[src/rtl/text_pkg.sv]
// Shared constants, FSM state type and character sanitising for the text scroller.
// Imported by the interface, the prescaler and the scroller top.
package text_pkg;

    localparam int CHAR_W     = 7;
    localparam int NUM_DIGITS = 6;

    localparam logic [CHAR_W-1:0] ASCII_SPACE = 7'h20;
    localparam logic [CHAR_W-1:0] ASCII_DEL   = 7'h7F;

    typedef enum logic [1:0] {
        ST_EMPTY,
        ST_STATIC,
        ST_SCROLL
    } state_t;

    // Control codes and DEL have no glyph on the 7-seg converter.
    function automatic logic [CHAR_W-1:0] sanitize(input logic [CHAR_W-1:0] c);
        return ((c < ASCII_SPACE) || (c == ASCII_DEL)) ? ASCII_SPACE : c;
    endfunction

endpackage

[src/rtl/text_scroller_if.sv]
// Character append / display bus between a text source and the scroller.
// master = text source and display consumer, slave = text_scroller.
interface text_scroller_if #(
    parameter int DEPTH = 32
);
    import text_pkg::*;

    logic [CHAR_W-1:0]            char_in;
    logic                         char_valid;
    logic                         char_ready;
    logic                         msg_clear;
    logic                         scroll_en;
    logic [NUM_DIGITS*CHAR_W-1:0] digits;
    logic [$clog2(DEPTH):0]       msg_len;

    modport master (
        output char_in, char_valid, msg_clear, scroll_en,
        input  char_ready, digits, msg_len
    );

    modport slave (
        input  char_in, char_valid, msg_clear, scroll_en,
        output char_ready, digits, msg_len
    );

endinterface

[src/rtl/scroll_tick_gen.sv]
// Scroll prescaler: counts 0..TICK_DIV-1 while enabled, holds while disabled, zeroes on clear.
// Latency: tick is combinational, high during the cycle the count sits at terminal value.
// Backpressure: none; enable low simply freezes the count.
module scroll_tick_gen #(
    parameter int TICK_DIV = 12500000
) (
    input  logic clk,
    input  logic reset,
    input  logic enable,
    input  logic clear,
    output logic tick
);

    localparam int              CW   = $clog2(TICK_DIV);
    localparam logic [CW-1:0]   LAST = CW'(TICK_DIV - 1);

    logic [CW-1:0] cnt;

    assign tick = enable && !clear && (cnt == LAST);

    always_ff @(posedge clk or posedge reset) begin
        if (reset) begin
            cnt <= '0;
        end else if (clear) begin
            cnt <= '0;
        end else if (enable) begin
            cnt <= (cnt == LAST) ? '0 : cnt + CW'(1);
        end
    end

endmodule

[src/rtl/text_scroller.sv]
// Six-digit ASCII text scroller: appends chars to a buffer, shows it static (<6) or rotating (>=6).
// Latency: digits registered, one cycle after buffer/length/start change. Optional: TEXT_SCROLLER_WRAP_PULSE_EN.
// Backpressure: char_ready low when buffer full, during msg_clear and during reset.
module text_scroller
    import text_pkg::*;
#(
    parameter int DEPTH    = 32,
    parameter int TICK_DIV = 12500000
) (
    input logic            clk,
    input logic            reset,
    text_scroller_if.slave bus
`ifdef TEXT_SCROLLER_WRAP_PULSE_EN
    ,
    output logic           wrap_pulse
`endif
);

    localparam int                DW       = NUM_DIGITS * CHAR_W;
    localparam int                AW       = $clog2(DEPTH);
    localparam logic [AW:0]       LEN_FULL = (AW+1)'(DEPTH);
    localparam logic [AW:0]       LEN_LAST_STATIC = (AW+1)'(NUM_DIGITS - 1);
    localparam logic [DW-1:0]     ALL_SPACE = {NUM_DIGITS{ASCII_SPACE}};

    state_t              state_q, state_d;
    logic [AW:0]         len_q, len_d;
    logic [AW-1:0]       start_q, start_d;
    logic [DW-1:0]       digits_q, digits_d;
    logic [CHAR_W-1:0]   buffer [DEPTH];

    logic                accept;
    logic                step;
    logic                start_wraps;
    logic [AW:0]         idx;

    assign bus.char_ready = !reset && (len_q != LEN_FULL) && !bus.msg_clear;
    assign accept         = bus.char_valid && bus.char_ready;
    // Wrap is judged against the length before any same-cycle append.
    assign start_wraps    = (({1'b0, start_q} + (AW+1)'(1)) == len_q);

    scroll_tick_gen #(
        .TICK_DIV (TICK_DIV)
    ) u_tick (
        .clk    (clk),
        .reset  (reset),
        .enable ((state_q == ST_SCROLL) && bus.scroll_en),
        .clear  (bus.msg_clear || (state_q != ST_SCROLL)),
        .tick   (step)
    );

    always_comb begin
        state_d = state_q;
        len_d   = len_q;
        start_d = start_q;
        if (bus.msg_clear) begin
            state_d = ST_EMPTY;
            len_d   = '0;
            start_d = '0;
        end else begin
            if (accept) begin
                len_d = len_q + (AW+1)'(1);
            end
            if (step) begin
                start_d = start_wraps ? '0 : start_q + AW'(1);
            end
            case (state_q)
                ST_EMPTY:  if (accept) state_d = ST_STATIC;
                ST_STATIC: if (accept && (len_q == LEN_LAST_STATIC)) state_d = ST_SCROLL;
                ST_SCROLL: state_d = ST_SCROLL;
                default:   state_d = ST_EMPTY;
            endcase
        end
    end

    // Six parallel buffer reads; display 5 is the leftmost character.
    always_comb begin
        digits_d = ALL_SPACE;
        idx      = '0;
        for (int k = 0; k < NUM_DIGITS; k++) begin
            case (state_q)
                ST_STATIC: begin
                    if ((AW+1)'(k) < len_q) begin
                        digits_d[(NUM_DIGITS-1-k)*CHAR_W +: CHAR_W] = buffer[AW'(k)];
                    end
                end
                ST_SCROLL: begin
                    idx = {1'b0, start_q} + (AW+1)'(k);
                    if (idx >= len_q) begin
                        idx = idx - len_q;
                    end
                    digits_d[(NUM_DIGITS-1-k)*CHAR_W +: CHAR_W] = buffer[idx[AW-1:0]];
                end
                default: ;
            endcase
        end
    end

    always_ff @(posedge clk or posedge reset) begin
        if (reset) begin
            state_q  <= ST_EMPTY;
            len_q    <= '0;
            start_q  <= '0;
            digits_q <= ALL_SPACE;
        end else begin
            state_q  <= state_d;
            len_q    <= len_d;
            start_q  <= start_d;
            digits_q <= digits_d;
        end
    end

    always_ff @(posedge clk) begin
        if (accept) begin
            buffer[len_q[AW-1:0]] <= sanitize(bus.char_in);
        end
    end

    assign bus.digits  = digits_q;
    assign bus.msg_len = len_q;

`ifdef TEXT_SCROLLER_WRAP_PULSE_EN
    // Delayed one extra cycle so the pulse lines up with the registered digits.
    logic wrap_q;

    always_ff @(posedge clk or posedge reset) begin
        if (reset) begin
            wrap_q     <= 1'b0;
            wrap_pulse <= 1'b0;
        end else begin
            wrap_q     <= step && !bus.msg_clear && start_wraps;
            wrap_pulse <= wrap_q;
        end
    end
`endif

endmodule

[src/flat_wrapper.sv]
// flat-port wrapper written by rule: the top's interface ports become plain ports
module text_scroller_flat import text_pkg::*;
#(
    parameter int DEPTH    = 32,
    parameter int TICK_DIV = 12500000
)
  (clk, reset, bus_char_in, bus_char_valid, bus_msg_clear, bus_scroll_en, bus_char_ready, bus_digits, bus_msg_len);
  text_scroller_if #(.DEPTH(DEPTH)) bus_i ();
  input logic clk;
  input logic reset;
  input wire logic [$bits(bus_i.char_in)-1:0] bus_char_in;
  input wire logic [$bits(bus_i.char_valid)-1:0] bus_char_valid;
  input wire logic [$bits(bus_i.msg_clear)-1:0] bus_msg_clear;
  input wire logic [$bits(bus_i.scroll_en)-1:0] bus_scroll_en;
  output wire logic [$bits(bus_i.char_ready)-1:0] bus_char_ready;
  output wire logic [$bits(bus_i.digits)-1:0] bus_digits;
  output wire logic [$bits(bus_i.msg_len)-1:0] bus_msg_len;
  assign bus_i.char_in = bus_char_in;
  assign bus_i.char_valid = bus_char_valid;
  assign bus_i.msg_clear = bus_msg_clear;
  assign bus_i.scroll_en = bus_scroll_en;
  assign bus_char_ready = bus_i.char_ready;
  assign bus_digits = bus_i.digits;
  assign bus_msg_len = bus_i.msg_len;
  text_scroller #(.DEPTH(DEPTH), .TICK_DIV(TICK_DIV)) u_core (.clk(clk), .reset(reset), .bus(bus_i));
endmodule
[config.mk]
export PLATFORM = sky130hd
export DESIGN_NAME = text_scroller_flat
export DESIGN_NICKNAME = d
export VERILOG_FILES = /design/src/rtl/text_pkg.sv /design/src/rtl/text_scroller_if.sv /design/src/rtl/scroll_tick_gen.sv /design/src/rtl/text_scroller.sv /design/src/flat_wrapper.sv
export SDC_FILE = /design/constraint.sdc
export NUM_CORES = 1
export LEC_CHECK = 0
export CORE_UTILIZATION = 25
export DETAILED_ROUTE_END_ITERATION = 8
export GPL_TIMING_DRIVEN = 0
export MAX_ROUTING_LAYER = met4
export SLEW_MARGIN = 0
export SYNTH_ARGS = -nofsm -noshare
export SYNTH_HDL_FRONTEND = slang
export SYNTH_SLANG_ARGS = --single-unit
[constraint.sdc]
create_clock -name clk -period 4.1 [get_ports clk]
set_input_delay 0.82 -clock clk [delete_from_list [all_inputs] [get_ports clk]]
set_output_delay 0.82 -clock clk [all_outputs]
set_load 0.05 [all_outputs]
==> impl_metrics.env, run 1 <==
export IMPL_clock_insertion_delay_worst_skew_ns=0.63
export IMPL_cts_buffers=38
export IMPL_post_cts_hold_buffer_count=0
export IMPL_io_pins=61
export IMPL_tightest_slew_ns=1.32
export IMPL_critPathKind="reg2reg"
export IMPL_hold_viol=0
export IMPL_synth_top_area_share_pct=27.6
export IMPL_path_max_fanout=7
export IMPL_maxSlewHeadroom_pct=11.3
export IMPL_setup_viol_count_final=18
export IMPL_wire_length_of_the_first_global_routing_pass_um=215000
export IMPL_violated_checks="negative setup slack"
export IMPL_synth_cells_most_frequent="571 x sky130_fd_sc_hd__nand2_1, 291 x sky130_fd_sc_hd__mux2i_1, 224 x sky130_fd_sc_hd__edfxtp_1"
export IMPL_library_cells_used_by_synthesis=80
export IMPL_detailed_place_area_um2=26800
export IMPL_nNetsFinal=2892
export IMPL_crit_path_start_kind="flip-flop"
export IMPL_pwr_density_cell_nw_per_um2=313
export IMPL_routed_wirelength_um=163000
export IMPL_max_cap_violations=0
export IMPL_finalMaxSlewViolations=0
export IMPL_grtUsageTotal_pct=32.8
export IMPL_cell_types_occupying_the_most_area_after_synthesis="sky130_fd_sc_hd__edfxtp_1 28%, sky130_fd_sc_hd__mux2i_1 12%, sky130_fd_sc_hd__nand2_1 8.8%"
export IMPL_die_w_um=314
export IMPL_grt_start_max_net_pins=43
export IMPL_synth_area_per_cell_um2=9.49
export IMPL_final_layout_size_suffix_gt1_share_pct=27.1
export IMPL_tritoncts="yes"
export IMPL_area_growth_pct=32.1
export IMPL_main_flop_type_after_synthesis="sky130_fd_sc_hd__edfxtp_1"
export IMPL_die_area_um2=98900
export IMPL_drt_pre_antenna_iters=6
export IMPL_setup_slack_ns=-0.0750
export IMPL_fmax_ghz=0.240
export IMPL_gp_congestion=1.10
export IMPL_asyncSetResetFlopFracSynth_pct=26.1
export IMPL_first_iter_violations=3681
export IMPL_vias_per_cell=6.22
export IMPL_fin_total_pwr_mw=10.1
export IMPL_final_area_um2=32200
export IMPL_ctsLongestPathBuffers=3
export IMPL_start_util_pct=25.2
export IMPL_rsz0062_at_grt="yes"
export IMPL_post_synth_top_count_cell="sky130_fd_sc_hd__nand2_1"
export IMPL_number_of_warnings_issued_by_yosys=0
export IMPL_wire_per_inst_um=39.4
export IMPL_hold_slack_ns=0.522
export IMPL_worst_endpoint_required_ns=4.58
export IMPL_type_of_the_tightest_min_delay_check="reg2reg"
export IMPL_cts_max_level=2
export IMPL_antenna_left=0
export IMPL_synth_net_count=2632
export IMPL_cp_end_kind="flip-flop"
export IMPL_clockRootBuffer="sky130_fd_sc_hd__clkbuf_16"
export IMPL_clock_sink_count=303
export IMPL_synth_area_um2=24400
export IMPL_worst_clock_skew_ns=0.0599
export IMPL_fillers=9873
export IMPL_antenna_found_initial=11
export IMPL_gr_total_overflow=0
export IMPL_portBuffers=59
export IMPL_layout_min_cycle_time_ns=4.17
export IMPL_layout_worst_path_cycle_share_pct=102
export IMPL_clk_transition_reported_paths_ns=0.07
export IMPL_post_synth_top_area_cell="sky130_fd_sc_hd__edfxtp_1"
export IMPL_drc=0
export IMPL_synth_edf_count=224
export IMPL_row_count=114
export IMPL_worst_ep_arrival_time_ns=4.65
export IMPL_synth_yosys_seq_area_share_pct=35.7
export IMPL_syn_instance_count=2571
export IMPL_number_of_global_route_vias_before_repair=24100
export IMPL_status="complete, but fails checks"
export IMPL_core_ar_um2=96700
export IMPL_route_vias_total=25800
export IMPL_ys_ff_latch=303
export IMPL_max_vdd_ir_drop_mv=0.268
export IMPL_place_detailed_hpwl_um=120000
export IMPL_dieHeight_um=314
export IMPL_cellLeakagePower_nw=12.4
layout by cell type, fill, tap and decap left out, types with 41 or more instances in the layout:
cell type	count
sky130_fd_sc_hd__nand2_1	566
sky130_fd_sc_hd__mux4_2	85
sky130_fd_sc_hd__buf_6	47
sky130_fd_sc_hd__a21oi_1	122
sky130_fd_sc_hd__dfrtp_1	68
sky130_fd_sc_hd__o21ai_0	52
sky130_fd_sc_hd__a211oi_1	43
sky130_fd_sc_hd__mux2i_1	258
sky130_fd_sc_hd__and3_1	43
sky130_fd_sc_hd__edfxtp_1	224
sky130_fd_sc_hd__buf_12	41
sky130_fd_sc_hd__nor2_1	108
sky130_fd_sc_hd__clkdlybuf4s50_1	59
sky130_fd_sc_hd__nand3_1	87
sky130_fd_sc_hd__and2_1	43
sky130_fd_sc_hd__buf_4	145
sky130_fd_sc_hd__clkbuf_16	45
layer usage:
metal | wire length, µm | GRT usage (%) | vias to the layer above | share of wire, %
met5 | 0 | - | - | 0
met4 | 11100 | 16.4 | 0 | 6.8
met3 | 20200 | 9.04 | 478 | 12
met1 | 64300 | 42.6 | 13000 | 39
li1 | - | - | 10300 | -
met2 | 67600 | 46.5 | 1963 | 41
worst max-delay path, stage by stage, from the launching register on:
cell	delay, ns
sky130_fd_sc_hd__dfrtp_2	0.43
sky130_fd_sc_hd__clkbuf_16	0.16
sky130_fd_sc_hd__clkinvlp_4	0.16
sky130_fd_sc_hd__ha_4	0.35
sky130_fd_sc_hd__clkinvlp_4	0.13
sky130_fd_sc_hd__fa_2	0.42
sky130_fd_sc_hd__a31oi_2	0.17
sky130_fd_sc_hd__o41a_1	0.20
sky130_fd_sc_hd__buf_12	0.15
sky130_fd_sc_hd__mux2i_4	0.25
sky130_fd_sc_hd__buf_12	0.16
sky130_fd_sc_hd__buf_12	0.13
sky130_fd_sc_hd__buf_16	0.16
sky130_fd_sc_hd__clkbuf_16	0.18
sky130_fd_sc_hd__mux2i_4	0.26
sky130_fd_sc_hd__o221ai_4	0.14
sky130_fd_sc_hd__a21oi_2	0.23
sky130_fd_sc_hd__nor2_4	0.09
sky130_fd_sc_hd__a22o_4	0.27
sequential cells by signal, summed over array words and instances, names as in the netlist:
register,cells
u_core.bus.digits,42
u_core.start_q,5
u_core.bus.msg_len,6
u_core.state_q,2
u_core.u_tick.cnt,24
u_core.buffer,224
metrics by stage:
| step | cells | utilization (%) | setup slack [ns] | setup TNS (ns) |
|---|---|---|---|---|
| final | 4144 | 33.3 | -0.0750 | -0.670 |
| after global routing | 4139 | 33.3 | -0.186 | -2.79 |
| after CTS | 4055 | 31.4 | -0.0236 | -0.0833 |
| after detailed placement | 3913 | 27.7 | -1.69 | -75.14 |
| after global placement | 3906 | 27.5 | -1.92 | -141.35 |
| after floorplan | 2571 | - | 0.0793 | 0 |
final timing paths:
path                                          startpoint                         endpoint  slack [ns]  cells past startpoint
max                        u_core.start_q[1]$_DFFE_PP0P_   u_core.bus.digits[4]$_DFF_PP0_       -0.07                     18
min                        u_core.state_q[0]$_DFFE_PP0P_    u_core.state_q[0]$_DFFE_PP0P_        0.52                      2
max reg2reg                u_core.start_q[1]$_DFFE_PP0P_   u_core.bus.digits[4]$_DFF_PP0_       -0.07                     18
min reg2reg                u_core.state_q[0]$_DFFE_PP0P_    u_core.state_q[0]$_DFFE_PP0P_        0.52                      2
max in group asynchronous                          reset  u_core.bus.digits[12]$_DFF_PP1_        2.71                      3
min in group asynchronous                          reset  u_core.bus.digits[15]$_DFF_PP0_        0.68                      2
cells by family (layout without fill, tap and decap cells):
family	count (synthesis)	count (layout)	share of synthesized area (%)
xor+xnor	45	45	1.61
compound gates	574	574	16.3
fa+ha+maj	49	49	2.63
other cells	0	8	0
simple gates	982	982	17.7
mux	411	411	21.7
buf+inv	207	496	4.42
flops	303	303	35.7
where the power goes:
part	total, mW	internal [mW]	switching, mW
registers	3.46	3.41	0.0523
logic	3.08	1.11	1.98
clock network	3.55	1.97	1.58
total	10.1	6.49	3.61
cell type report:
| type | count | area [µm²] | share of cell area (%) |
|---|---|---|---|
| Antenna cell | 8 | 20.0 | 0.0621 |
| Buffer | 170 | 1640 | 5.08 |
| Clock buffer | 46 | 991 | 3.07 |
| Clock inverter | 23 | 299 | 0.928 |
| Inverter | 32 | 153 | 0.473 |
| Multi-Input combinational cell | 2061 | 16500 | 51.3 |
| Sequential cell | 303 | 8720 | 27.0 |
| Tap cell | 1276 | 1600 | 4.95 |
| Timing Repair Buffer | 225 | 2300 | 7.13 |
what timing repair did:
item,in CTS,in global routing
resized for setup,404,232
cloned,0,6
setup endpoints to repair,251,49
pin swaps,38,73
buffers inserted,78,75
Power figures use the tool's default switching activity.
==> inputs of run 2 (changes only) <==
--- a/config.mk
+++ b/config.mk
@@ -5,10 +5,12 @@
 export SDC_FILE = /design/constraint.sdc
 export NUM_CORES = 1
 export LEC_CHECK = 0
-export CORE_UTILIZATION = 25
+export CAP_MARGIN = 10
+export CORE_UTILIZATION = 58
 export DETAILED_ROUTE_END_ITERATION = 8
 export GPL_TIMING_DRIVEN = 0
 export MAX_ROUTING_LAYER = met4
+export PLACE_DENSITY = 0.78
 export SLEW_MARGIN = 0
 export SYNTH_ARGS = -nofsm -noshare
 export SYNTH_HDL_FRONTEND = slang
==> impl_metrics.env, run 2 <==
export IMPL_dieHeight_um=207
export IMPL_cts_buffers=30
export IMPL_synth_top_area_share_pct=27.6
export IMPL_clockRootBuffer="sky130_fd_sc_hd__clkbuf_16"
export IMPL_gp_congestion=1.28
export IMPL_syn_instance_count=2571
export IMPL_place_detailed_instances=3169
export IMPL_grtUsageTotal_pct=88.5
export IMPL_place_detailed_hpwl_um=97100
export IMPL_status="stopped before the end"
export IMPL_ys_ff_latch=303
export IMPL_ctsLongestPathBuffers=3
export IMPL_synth_area_um2=24400
export IMPL_io_pins=61
export IMPL_post_cts_hold_buffer_count=0
export IMPL_synth_edf_count=224
export IMPL_portBuffers=59
export IMPL_gr_total_overflow=242
export IMPL_clock_sink_count=303
export IMPL_synth_cells_most_frequent="571 x sky130_fd_sc_hd__nand2_1, 291 x sky130_fd_sc_hd__mux2i_1, 224 x sky130_fd_sc_hd__edfxtp_1"
export IMPL_synth_net_count=2632
export IMPL_start_util_pct=59.2
export IMPL_grt_start_max_net_pins=50
export IMPL_synth_yosys_seq_area_share_pct=35.7
export IMPL_run_stop_error="[ERROR GRT-0232] Routing congestion too high. Check the congestion heatmap in the GUI."
export IMPL_last_stage_reached="global routing (5_1_grt)"
export IMPL_main_flop_type_after_synthesis="sky130_fd_sc_hd__edfxtp_1"
export IMPL_post_synth_top_count_cell="sky130_fd_sc_hd__nand2_1"
export IMPL_cell_types_occupying_the_most_area_after_synthesis="sky130_fd_sc_hd__edfxtp_1 28%, sky130_fd_sc_hd__mux2i_1 12%, sky130_fd_sc_hd__nand2_1 8.8%"
export IMPL_number_of_warnings_issued_by_yosys=0
export IMPL_asyncSetResetFlopFracSynth_pct=26.1
export IMPL_cts_max_level=1
export IMPL_library_cells_used_by_synthesis=80
export IMPL_post_place_ws_ns=-1.45
export IMPL_synth_area_per_cell_um2=9.49
export IMPL_row_count=74
export IMPL_die_w_um=207
export IMPL_post_synth_top_area_cell="sky130_fd_sc_hd__edfxtp_1"
## run 2: cells by family after synthesis
family          Yosys count  share of synthesized area (%)
buf+inv                 207                           4.42
xor+xnor                 45                           1.61
simple gates            982                           17.7
compound gates          574                           16.3
flops                   303                           35.7
fa+ha+maj                49                           2.63
mux                     411                           21.7
## run 2: what timing repair did
item / 4_1_cts
endpoints found under the setup margin: 42
resized for setup: 353
pin swaps: 23
setup buffers: 73
cloned: 1
## run 2: metrics by stage
step           area, µm²  hold slack [ns]  TNS, ns
3_5_place_dp       25800            0.528   -47.10
3_3_place_gp       25700            0.496   -71.63
4_1_cts            28800            0.543  -0.0795
2_1_floorplan      24400            0.473        0
## run 2: layer usage
layer	GRT usage, %	GRT overflow
met1	90.0	29
met2	96.0	102
met3	80.6	31
met4	81.6	80
met5	-	-
